$ cat config.mk
export PLATFORM = sky130hd
export DESIGN_NAME = param_div
export DESIGN_NICKNAME = d
export VERILOG_FILES = /design/src/rtl/param_div_pkg.sv /design/src/rtl/param_div_div_step.sv /design/src/rtl/param_div.sv
export SDC_FILE = /design/constraint.sdc
export NUM_CORES = 1
export LEC_CHECK = 0
export ABC_AREA = 1
export BUFFER_PORTS_ARGS = -buffer_cell sky130_fd_sc_hd__buf_4
export CORE_UTILIZATION = 45
export CTS_CLUSTER_DIAMETER = 40
export DETAILED_ROUTE_END_ITERATION = 10
export MAX_ROUTING_LAYER = met4
export PLACE_DENSITY = 0.61
export SLEW_MARGIN = 10
export SYNTH_ARGS = -nofsm -noshare
export SYNTH_HDL_FRONTEND = slang
export SYNTH_SLANG_ARGS = --single-unit
$ cat constraint.sdc
create_clock -name clk -period 3.8 [get_ports clk]
set_clock_uncertainty 0.05 [all_clocks]
set_input_delay 0.76 -clock clk [delete_from_list [all_inputs] [get_ports clk]]
set_output_delay 0.76 -clock clk [all_outputs]
set_load 0.005 [all_outputs]
$ cat src/rtl/param_div_pkg.sv
// Shared types and defaults for the iterative restoring divider.
package param_div_pkg;

  localparam int DEFAULT_WIDTH = 32;

  typedef enum logic [1:0] {
    IDLE = 2'd0,
    RUN  = 2'd1,
    FIX  = 2'd2
  } state_e;

endpackage

$ cat src/rtl/param_div_div_step.sv
// One combinational restoring-division iteration: shift {rem, quo} left, trial-subtract, keep or restore.
module div_step #(
  parameter int WIDTH = 32
) (
  input  logic [WIDTH-1:0] rem_i,
  input  logic [WIDTH-1:0] quo_i,
  input  logic [WIDTH-1:0] dvs_i,
  output logic [WIDTH-1:0] rem_o,
  output logic [WIDTH-1:0] quo_o
);

  logic [WIDTH:0] shifted;
  logic [WIDTH:0] trial;
  logic           ge;

  // rem_i < dvs_i always holds, so the shifted value is below 2*dvs and a
  // WIDTH+1-bit difference has a trustworthy sign bit.
  always_comb begin
    shifted = {rem_i, quo_i[WIDTH-1]};
    trial   = shifted - {1'b0, dvs_i};
    ge      = ~trial[WIDTH];
    rem_o   = ge ? trial[WIDTH-1:0] : shifted[WIDTH-1:0];
    quo_o   = {quo_i[WIDTH-2:0], ge};
  end

endmodule

$ cat src/rtl/param_div.sv
// Sequential signed/unsigned divider: WIDTH+1 cycles per nonzero divide, 1 cycle to result for b==0.
// Backpressure: start is only honoured in IDLE; requests while busy or fixing up are dropped.
module param_div
  import param_div_pkg::*;
#(
  parameter int WIDTH     = DEFAULT_WIDTH,
  parameter bit SIGNED_EN = 1'b1
) (
  input  logic             clk,
  input  logic             reset,
  input  logic             start,
  input  logic             is_signed,
  input  logic [WIDTH-1:0] a,
  input  logic [WIDTH-1:0] b,
  output logic [WIDTH-1:0] lo,
  output logic [WIDTH-1:0] hi,
  output logic             busy,
  output logic             done,
  output logic             div_zero
);

  localparam int               CNT_W    = $clog2(WIDTH);
  localparam logic [CNT_W-1:0] CNT_INIT = CNT_W'(WIDTH - 1);

  state_e           state_q, state_d;
  logic [CNT_W-1:0] cnt_q, cnt_d;
  logic [WIDTH-1:0] rem_q, rem_d;
  logic [WIDTH-1:0] quo_q, quo_d;
  logic [WIDTH-1:0] dvs_q, dvs_d;
  logic [WIDTH-1:0] a_raw_q, a_raw_d;
  logic             sign_a_q, sign_a_d;
  logic             sign_b_q, sign_b_d;
  logic             signed_q, signed_d;
  logic [WIDTH-1:0] lo_q, lo_d;
  logic [WIDTH-1:0] hi_q, hi_d;
  logic             done_q, done_d;
  logic             div_zero_q, div_zero_d;

  logic [WIDTH-1:0] step_rem;
  logic [WIDTH-1:0] step_quo;
  logic             signed_op;
  logic             a_neg;
  logic             b_neg;

  div_step #(
    .WIDTH (WIDTH)
  ) u_step (
    .rem_i (rem_q),
    .quo_i (quo_q),
    .dvs_i (dvs_q),
    .rem_o (step_rem),
    .quo_o (step_quo)
  );

  always_comb begin
    state_d    = state_q;
    cnt_d      = cnt_q;
    rem_d      = rem_q;
    quo_d      = quo_q;
    dvs_d      = dvs_q;
    a_raw_d    = a_raw_q;
    sign_a_d   = sign_a_q;
    sign_b_d   = sign_b_q;
    signed_d   = signed_q;
    lo_d       = lo_q;
    hi_d       = hi_q;
    done_d     = 1'b0;
    div_zero_d = div_zero_q;

    signed_op = SIGNED_EN ? is_signed : 1'b0;
    a_neg     = signed_op & a[WIDTH-1];
    b_neg     = signed_op & b[WIDTH-1];

    unique case (state_q)
      IDLE: begin
        if (start) begin
          sign_a_d   = a_neg;
          sign_b_d   = b_neg;
          signed_d   = signed_op;
          quo_d      = a_neg ? -a : a;
          dvs_d      = b_neg ? -b : b;
          rem_d      = '0;
          cnt_d      = CNT_INIT;
          a_raw_d    = a;
          div_zero_d = 1'b0;
          state_d    = (b == '0) ? FIX : RUN;
        end
      end
      RUN: begin
        rem_d = step_rem;
        quo_d = step_quo;
        if (cnt_q == '0) begin
          state_d = FIX;
        end else begin
          cnt_d = cnt_q - CNT_W'(1);
        end
      end
      FIX: begin
        done_d  = 1'b1;
        state_d = IDLE;
        cnt_d   = '0;
        // A zero divisor has a zero magnitude, and no nonzero divisor does.
        if (dvs_q == '0) begin
          lo_d       = '1;
          hi_d       = a_raw_q;
          div_zero_d = 1'b1;
        end else begin
          lo_d = (signed_q && (sign_a_q ^ sign_b_q)) ? -quo_q : quo_q;
          hi_d = (signed_q && sign_a_q) ? -rem_q : rem_q;
        end
      end
      default: begin
        state_d = IDLE;
      end
    endcase
  end

  always_ff @(posedge clk) begin
    if (!reset) begin
      state_q    <= IDLE;
      cnt_q      <= '0;
      rem_q      <= '0;
      quo_q      <= '0;
      dvs_q      <= '0;
      a_raw_q    <= '0;
      sign_a_q   <= 1'b0;
      sign_b_q   <= 1'b0;
      signed_q   <= 1'b0;
      lo_q       <= '0;
      hi_q       <= '0;
      done_q     <= 1'b0;
      div_zero_q <= 1'b0;
    end else begin
      state_q    <= state_d;
      cnt_q      <= cnt_d;
      rem_q      <= rem_d;
      quo_q      <= quo_d;
      dvs_q      <= dvs_d;
      a_raw_q    <= a_raw_d;
      sign_a_q   <= sign_a_d;
      sign_b_q   <= sign_b_d;
      signed_q   <= signed_d;
      lo_q       <= lo_d;
      hi_q       <= hi_d;
      done_q     <= done_d;
      div_zero_q <= div_zero_d;
    end
  end

  assign lo       = lo_q;
  assign hi       = hi_q;
  assign busy     = (state_q != IDLE);
  assign done     = done_q;
  assign div_zero = div_zero_q;

endmodule
Word level (Yosys, flattened, before mapping)
Cells that the tools add are included.

word-level totals
  flip-flop bits (word level) = 204
  output and inout port bits = 67
  word-level logic and storage cells = 66
  bits of input ports = 68

operators by class
  bitwise gates (word level) = 4
  equal/unequal tests = 6
  multiplexer cells = 22
  $add $sub $neg = 6
  reductions and logical operators = 15

operator list
  operator             count
  $mux 32              9
  $neg 32->32          4
  $pmux 32 s2          2
  $logic_not 32->1     2
  $sub 33x32->33       1
  $pmux 5 s3           1
  $mux 5               2
  $ne 2x2->1 const B   4
  $mux 2               3
  $reduce_and 2->1     3
  $reduce_and 3->1     2
  $reduce_bool 2->1    3
  $logic_not 5->1      1
  $sub 5x1->5 const B  1
  $pmux 2 s2           1
  $mux 1               3
  $reduce_bool 3->1    1
  $and 1x1->1          2
  $eq 2x1->1 const B   1
  $eq 2x2->1 const B   1
  $logic_and 1x1->1    2
  $logic_not 2->1      1
  $pmux 1 s2           1
  $not 1->1            1
  $xor 1x1->1          1

Longest topological paths before layout
Gate-level depths: netlist of the first run.

  depth after elaboration = 4
  gate-level depth with buffers = 18
  depth with buffers taken out = 17

Hierarchy
A second synthesis of the first run with hierarchy kept.

second synthesis, totals
  cell total of the unflattened synthesis = 2533
  area total of the unflattened synthesis = 14885.5 µm²

modules (own cells, without submodules)
  module     instances  area an instance (µm²)  cells an instance  sequential area each (µm²)
  param_div  1          11494.8                 1821               4083.9
  div_step   1          3390.8                  712                0.0

Worst setup path before layout of the first run
No wires, ideal clock.

  path type = register -> register
  start point = register quo_q[31]
  end point = register rem_q[16]
  slack = 1.516 ns
  period minus slack after synthesis = 2.284 ns
  cell stages (with the launch flop) = 19
  library setup time = 0.143 ns
  data required time = 3.607 ns
  buffers on the path = 1
  arrival = 2.090 ns
  cell sequence = dfxtp_1 -> inv_1 -> ha_1 -> fa_1 -> inv_1 -> nand2_1 -> nand2_1 -> nand3_1 -> nand2_2 -> nand2_2 -> nand2_4 -> nand2_4 -> nand2_4 -> nand2_8 -> nand2_8 -> buf_12 -> nand2_4 -> nand3_2 -> a21oi_2

between the ends
  longest elaborated chain between the ends = 3

RTL lines
  element                 RTL line                  source
  start, declared         param_div.sv:28           logic [WIDTH-1:0] quo_q, quo_d;
  start signal, assigned  param_div.sv:137          quo_q <= quo_d;
  $sub 33x32->33          param_div_div_step.sv:20  trial = shifted - {1'b0, dvs_i};
  $mux 32                 param_div_div_step.sv:22  rem_o = ge ? trial[WIDTH-1:0] : shifted[WIDTH-1:0];
  $pmux 32 s2             param_div.sv:74           unique case (state_q)
  end signal, assigned    param_div.sv:136          rem_q <= rem_d;
  end, declared           param_div.sv:27           logic [WIDTH-1:0] rem_q, rem_d;

Every way passes these cells.
A chain may end at the register's enable or synchronous reset.

Worst setup path in the final report of the first run
  start point = register quo_q[31]
  end point = register rem_q[9]

Same word-level chain as after synthesis.

==> flow_metrics.env, run 1 <==
export IMPL_yosys_warnings=0
export IMPL_hpwl_um=38800
export IMPL_outcome="completed"
export IMPL_dieWidth_um=183
export IMPL_first_global_vias=14500
export IMPL_final_area_mm2=0.0174
export IMPL_synth_area_leader_cell="dfxtp_1"
export IMPL_yosysTopAreaCellShare_pct=27.8
export IMPL_viasPerCell=5.33
export IMPL_layout_nets=2534
export IMPL_start_kind="register"
export IMPL_worst_pin_slew_ps=949
export IMPL_core_area_mm2=0.0318
export IMPL_yosysSeqAreaShare_pct=27.8
export IMPL_comb_power_share_pct=45.1
export IMPL_timing_final_crit_share_pct=76.7
export IMPL_num_vias=15400
export IMPL_clkPwrFrac_pct=30.7
export IMPL_portBuffers=134
export IMPL_cts_resized_gates=0
export IMPL_yosys_cell_types_count=57
export IMPL_grtUsageTotal_pct=31.8
export IMPL_layout_drive_gt1_share_pct=14.4
export IMPL_worst_r2r_cell_count=16
export IMPL_ir_worst_vdd_mv=0.351
export IMPL_cp_end_kind="register"
export IMPL_ctsHtreeMaxLevel=2
export IMPL_pwr_share_seq_pct=24.1
export IMPL_switching_share_pct=44.7
export IMPL_p_int_w=0.00658
export IMPL_maxCapViolations=0
export IMPL_cp_max_fo=28
export IMPL_holdPathEnd="a_raw_q[11]"
export IMPL_leakage_nw=8.72
export IMPL_antennaDiodeCount=0
export IMPL_design_die_area_mm2=0.0333
export IMPL_drt_total_wl_um=51500
export IMPL_clk_latency_ps=550
export IMPL_r2r_setup_slack_ps=890
export IMPL_setup_worst_path_class="register to register"
export IMPL_tritoncts="yes"
export IMPL_gp_congestion=1.01
export IMPL_synth_edf_count=0
export IMPL_ant_nets=0
export IMPL_clock_path_buffers=3
export IMPL_final_setup_tns_ps=0
export IMPL_place_inst=2822
export IMPL_drc_errors=0
export IMPL_overflow=0
export IMPL_slew_violations=0
export IMPL_grt_pass1_wl_um=80000
export IMPL_r2r_end="rem_q[9]"
export IMPL_finalCriticalPeriod_ps=2910
export IMPL_synth_avg_cell_area_um2=6.31
export IMPL_met1_usage_pct=43.3
export IMPL_antenna_found_initial=0
export IMPL_hold_path_class="register to register"
export IMPL_use_met3_pct=4.51
export IMPL_post_drt_wl_per_cell_um=17.8
export IMPL_drt_pass1_iterations=5
export IMPL_grt_max_degree=97
export IMPL_hold_depth=2
export IMPL_dpl_cell_area_mm2=0.0160
export IMPL_synth_fp_nets=2434
export IMPL_grt_busiest_layer="met2"
export IMPL_max_slew_margin_rel_pct=36.8
export IMPL_finalSetupViolCount=0
export IMPL_required_ps=4200
export IMPL_clockRootBuffer="clkbuf_16"
export IMPL_synth_area_leaders="dfxtp_1 (28%), nand2_1 (14%), inv_1 (8.6%)"
export IMPL_clock_sinks=204
export IMPL_hold_viol_final=0
export IMPL_syn_cell_area_mm2=0.0147
export IMPL_syn_inst=2327
export IMPL_cts_setup_buffers=0
export IMPL_power_density_mw_per_mm2=686
export IMPL_rows=65
export IMPL_cts_buffers=38
export IMPL_drt_iter0_markers=1270
export IMPL_cp_arrival_ps=3310
export IMPL_synthFlopType="dfxtp_1"
export IMPL_start_util_pct=46.1
export IMPL_fin_cells=2891
export IMPL_use_met2_pct=48.0
export IMPL_timing_rr_start="quo_q[31]"
export IMPL_rsz0062_at_grt="no"
export IMPL_synthArstFlopShare_pct=0
export IMPL_cts_hold_buf=0
export IMPL_die_y_um=183
export IMPL_ys_ff_latch=204
export IMPL_area_growth_pct=18.2
export IMPL_power_switching_w=0.00533
export IMPL_ioPinCount=135
export IMPL_min_from="a_raw_q[11]"
export IMPL_timing_fmax_mhz=343
export IMPL_clk_pin_slew_ps=50
-- Yosys cell counts, types with 24 or more instances --
| cell | number |
|---|---|
| nand2_1 | 565 |
| nor2_1 | 217 |
| xnor2_1 | 24 |
| nand3_2 | 24 |
| dfxtp_1 | 204 |
| o21ai_0 | 128 |
| a21oi_1 | 171 |
| inv_1 | 338 |
| nor3_1 | 31 |
| clkbuf_1 | 57 |
| ha_1 | 38 |
| inv_2 | 27 |
| nand3_1 | 161 |
| xor2_1 | 53 |
| nand2_4 | 24 |
| nand4_1 | 29 |
-- per-layer routing --
| layer | wire length (um) | vias up |
|---|---|---|
| met2 | 22500 | 501 |
| met1 | 24300 | 7076 |
| met3 | 3120 | 86 |
| met5 | 0 | - |
| li1 | - | 7734 |
| met4 | 1610 | 0 |
-- logic make-up after synthesis --
logic type	count (synthesis)	share of synthesized area [%]
flip-flops	204	27.8
AO/OA/AOI/OAI	446	17.9
adder cells (fa/ha/maj)	39	3.38
XOR/XNOR	77	4.60
buffers and inverters	455	12.2
AND/OR/NAND/NOR	1106	34.1
-- worst max-delay path: stages, from the launching register on --
cell	delay, ps
dfxtp_1	350
inv_1	100
ha_1	230
fa_1	400
inv_1	90
nand2_1	50
nand2_1	70
nand3_1	80
nand2_2	120
nand2_2	70
nand2_4	80
nand2_4	70
nand3_4	310
nand2_8	300
nand2_1	150
nand3_1	70
a21oi_1	170
-- layout by cell type, fill, tap and decap left out, types with 4 or more instances in the layout --
cell / count
a21oi_2: 21
inv_6: 6
clkinv_2: 4
buf_4: 145
inv_2: 26
inv_1: 337
xor2_1: 53
nand2_4: 24
xnor2_1: 24
nor3_1: 31
nor2_2: 7
and2_1: 5
nand2_1: 565
nand3b_1: 6
o21ai_0: 128
nand3_2: 24
a211oi_1: 14
bufinv_16: 6
dfxtp_1: 204
a22oi_1: 21
nor4_1: 7
o21ai_1: 14
nand3_1: 161
nand2_2: 15
ha_1: 38
o21bai_1: 5
nor2_4: 4
o221ai_1: 12
clkbuf_16: 39
o22ai_1: 5
nand4_1: 29
a31oi_1: 15
o211ai_1: 21
a21oi_1: 171
nor2_1: 217
buf_12: 4
-- how the worst max path moves through the flow --
stage                   start   endpoint  slack (ps)  cells after the start
finish              quo_q[31]   rem_q[9]         890                     16
global route        quo_q[31]   rem_q[9]         670                     16
CTS                 quo_q[31]   rem_q[9]         920                     16
detailed placement  is_signed  dvs_q[25]         790                      8
global placement    is_signed  dvs_q[25]         770                      8
floorplan           quo_q[31]  rem_q[16]        1520                     18
-- sequential cells by signal, summed over array words and instances (netlist names) --
| name | cells |
|---|---|
| a_raw_q | 32 |
| dvs_q | 32 |
| hi | 32 |
| lo | 32 |
| quo_q | 32 |
| rem_q | 32 |
| cnt_q | 5 |
| state_q | 2 |
| div_zero | 1 |
| done | 1 |
| sign_a_q | 1 |
| sign_b_q | 1 |
| signed_q | 1 |
-- power by group through the flow --
stage | logic (W) | clock network [W] | registers, W
after floorplan | 0.00390 | 0 | 0.00280
after global placement | 0.00527 | 0 | 0.00290
after detailed placement | 0.00529 | 0 | 0.00290
after CTS | 0.00533 | 0.00371 | 0.00287
after global routing | 0.00600 | 0.00382 | 0.00291
final | 0.00538 | 0.00366 | 0.00287
-- stage by stage --
stage / hold slack, ps / util [%] / setup slack [ps] / power, W
2_1_floorplan: 370 / - / 1520 / 0.00670
3_3_place_gp: 382 / 50.3 / 769 / 0.00817
3_5_place_dp: 386 / 50.3 / 786 / 0.00820
4_1_cts: 394 / 54.6 / 923 / 0.0119
5_1_grt: 423 / 54.6 / 666 / 0.0127
6_report: 394 / 54.6 / 887 / 0.0119
-- cell type report --
| class | instances | area (um^2) |
|---|---|---|
| Multi-Input combinational cell | 1668 | 8810 |
| Clock buffer | 44 | 1020 |
| Fill cell | 3250 | 14400 |
| Inverter | 366 | 1380 |
| Clock inverter | 25 | 348 |
| Tap cell | 435 | 544 |
| Sequential cell | 204 | 4080 |
| Timing Repair Buffer | 149 | 1170 |
Power figures use the tool's default switching activity.
==> run 2, diff against run 1 <==
- ABC_AREA: 1 -> 0
- PLACE_DENSITY: 0.61 -> 0.62
- clock period: 3.8 -> 2.7 ns (I/O delays scaled with it)
==> run 2 against run 1 <==
The run now ends with negative setup slack left. Final area fell by 2.7%. Maximum frequency rose by 4.2%. Synthesized area fell by 15%. Flip-flop and latch count did not move. Global-route usage fell by 6.1 points. Clock-buffer cell count fell by 9. First-iteration DRC count fell by 22%. Combinational power fell by 61%. Synthesized cell count fell by 33%.
==> flow_metrics.env, run 2 <==
export IMPL_outcome="finished with violations"
export IMPL_violations="negative setup slack"
export IMPL_grt_pass1_wl_um=58000
export IMPL_core_area_mm2=0.0270
export IMPL_synth_area_leader_cell="dfxtp_1"
export IMPL_layout_drive_gt1_share_pct=27.9
export IMPL_yosys_cell_types_count=72
export IMPL_dp_slack_ps=-348
export IMPL_start_util_pct=46.0
export IMPL_cp_arrival_ps=3170
export IMPL_num_vias=12100
export IMPL_clockRootBuffer="clkbuf_16"
export IMPL_ir_worst_vdd_mv=0.456
export IMPL_cts_buffers=30
export IMPL_viasPerCell=5.47
export IMPL_synthArstFlopShare_pct=0
export IMPL_clock_path_buffers=3
export IMPL_yosys_warnings=0
export IMPL_die_y_um=168
export IMPL_finalCriticalPeriod_ps=2800
export IMPL_hold_viol_final=0
export IMPL_finalPower_w=0.00964
export IMPL_gp_congestion=0.939
export IMPL_antennaDiodeCount=0
export IMPL_drt_total_wl_um=35900
export IMPL_syn_cell_area_mm2=0.0124
export IMPL_synth_area_leaders="dfxtp_1 (33%), nand2_1 (6.7%), xor2_1 (5.6%)"
export IMPL_rsz0062_at_grt="yes"
export IMPL_start_kind="register"
export IMPL_area_growth_pct=35.7
export IMPL_synth_commonest_cells="nand2_1 (223), dfxtp_1 (204), a21oi_1 (98)"
export IMPL_post_drt_wl_per_cell_um=16.2
export IMPL_yosysMostFrequentCell="nand2_1"
export IMPL_ioPinCount=135
export IMPL_rows=60
export IMPL_cp_end_kind="register"
export IMPL_required_ps=3080
export IMPL_timing_fmax_mhz=358
export IMPL_first_global_vias=11600
export IMPL_worst_slack_ps=-96.2
export IMPL_overflow=0
export IMPL_power_density_mw_per_mm2=571
export IMPL_ctsHtreeMaxLevel=1
export IMPL_cts_hold_buf=0
export IMPL_yosysSeqAreaShare_pct=32.8
export IMPL_clk_latency_ps=550
export IMPL_final_area_mm2=0.0169
export IMPL_syn_inst=1554
export IMPL_synth_avg_cell_area_um2=8.01
export IMPL_clk_pin_slew_ps=60
export IMPL_antenna_found_initial=0
export IMPL_final_cell_mix="buf_4 (358), nand2_1 (217), dfxtp_1 (189)"
export IMPL_finalSetupViolCount=31
export IMPL_ys_ff_latch=204
export IMPL_maxCapViolations=0
export IMPL_max_slew_margin_rel_pct=51.8
export IMPL_grt_max_degree=142
export IMPL_tritoncts="yes"
export IMPL_worst_pin_slew_ps=723
export IMPL_hold_ws_ps=238
export IMPL_drc_errors=0
export IMPL_dpl_cell_area_mm2=0.0153
export IMPL_drt_pass1_iterations=8
export IMPL_grtUsageTotal_pct=25.7
export IMPL_synthFlopType="dfxtp_1"
export IMPL_cp_max_fo=8
export IMPL_final_common_cell="buf_4"
export IMPL_synth_edf_count=0
export IMPL_portBuffers=134
export IMPL_slew_violations=0
export IMPL_setup_worst_path_class="register to register"
export IMPL_synth_fp_nets=1661
export IMPL_yosysTopAreaCellShare_pct=32.8
export IMPL_final_setup_tns_ps=-2090
export IMPL_leakage_nw=7.60
export IMPL_drt_iter0_markers=986
export IMPL_dieWidth_um=168
export IMPL_hpwl_um=26400
export IMPL_r2r_setup_slack_ps=-100
export IMPL_hold_path_class="input port to register"
export IMPL_layout_nets=1961
export IMPL_timing_final_crit_share_pct=104
export IMPL_design_die_area_mm2=0.0283
export IMPL_ant_nets=0
export IMPL_clock_sinks=204
[run 2: layer usage]
metal / GRT usage (%) / vias to the layer above / routed length, um
met5: - / - / 0
met4: 7.04 / 0 / 676
met3: 2.84 / 50 / 1670
met2: 44.0 / 310 / 17400
met1: 31.8 / 5642 / 16100
li1: - / 6137 / -
[run 2: report_power, final]
part           internal (W)  total [W]  switching [W]
clock network       0.00271    0.00419        0.00148
registers           0.00319    0.00334       0.000147
logic               0.00100    0.00211        0.00110
[run 2: cell families after synthesis]
kind of cell | count (synthesis) | share of synthesized area [%]
DFF | 204 | 32.8
and+or+nand+nor | 517 | 20.2
buffers and inverters | 158 | 4.83
muxes | 31 | 2.49
AOI/OAI and AO/OA | 462 | 25.6
adders and majority gates | 39 | 3.98
xor gates and xnor gates | 143 | 10.1
[run 2: worst paths after layout]
check / to / start / depth (start not counted)
max: quo_q[0] / rem_q[6] / 11
min: a_raw_q[14] / a[14] / 3
max reg2reg: quo_q[0] / rem_q[6] / 11
min reg2reg: hi[9] / hi[9] / 2
[run 2: area by class of cell]
cell class / count / area [um^2]
Clock buffer: 35 / 801
Clock inverter: 20 / 290
Fill cell: 2430 / 10100
Inverter: 55 / 206
Multi-Input combinational cell: 1192 / 8140
Sequential cell: 204 / 4110
Tap cell: 341 / 427
Timing Repair Buffer: 371 / 2900
[run 2: through the flow]
step,instances,util (%)
final,2218,62.4
after global routing,2218,62.4
after CTS,2213,61.5
after detailed placement,2147,56.5
after global placement,2147,56.5
after floorplan,1554,-
[run 2: critical path: stages, from the launching register on]
cell and delay [ps]:
dfxtp_2 340, ha_4 240, a21o_1 180, a31o_4 230
and2_4 140, o41a_1 450, a211oi_2 250, xnor2_2 130
buf_6 160, buf_16 150, a222oi_1 270, nor2b_1 80
[run 2: what timing repair did]
| item | 4_1_cts | 5_1_grt |
|---|---|---|
| cloned | 3 | 0 |
| pin swaps | 22 | 19 |
| hold endpoints to repair | 0 | 0 |
| setup buffers | 8 | 5 |
| resized for setup | 42 | 52 |
| setup endpoints to repair | 39 | 44 |
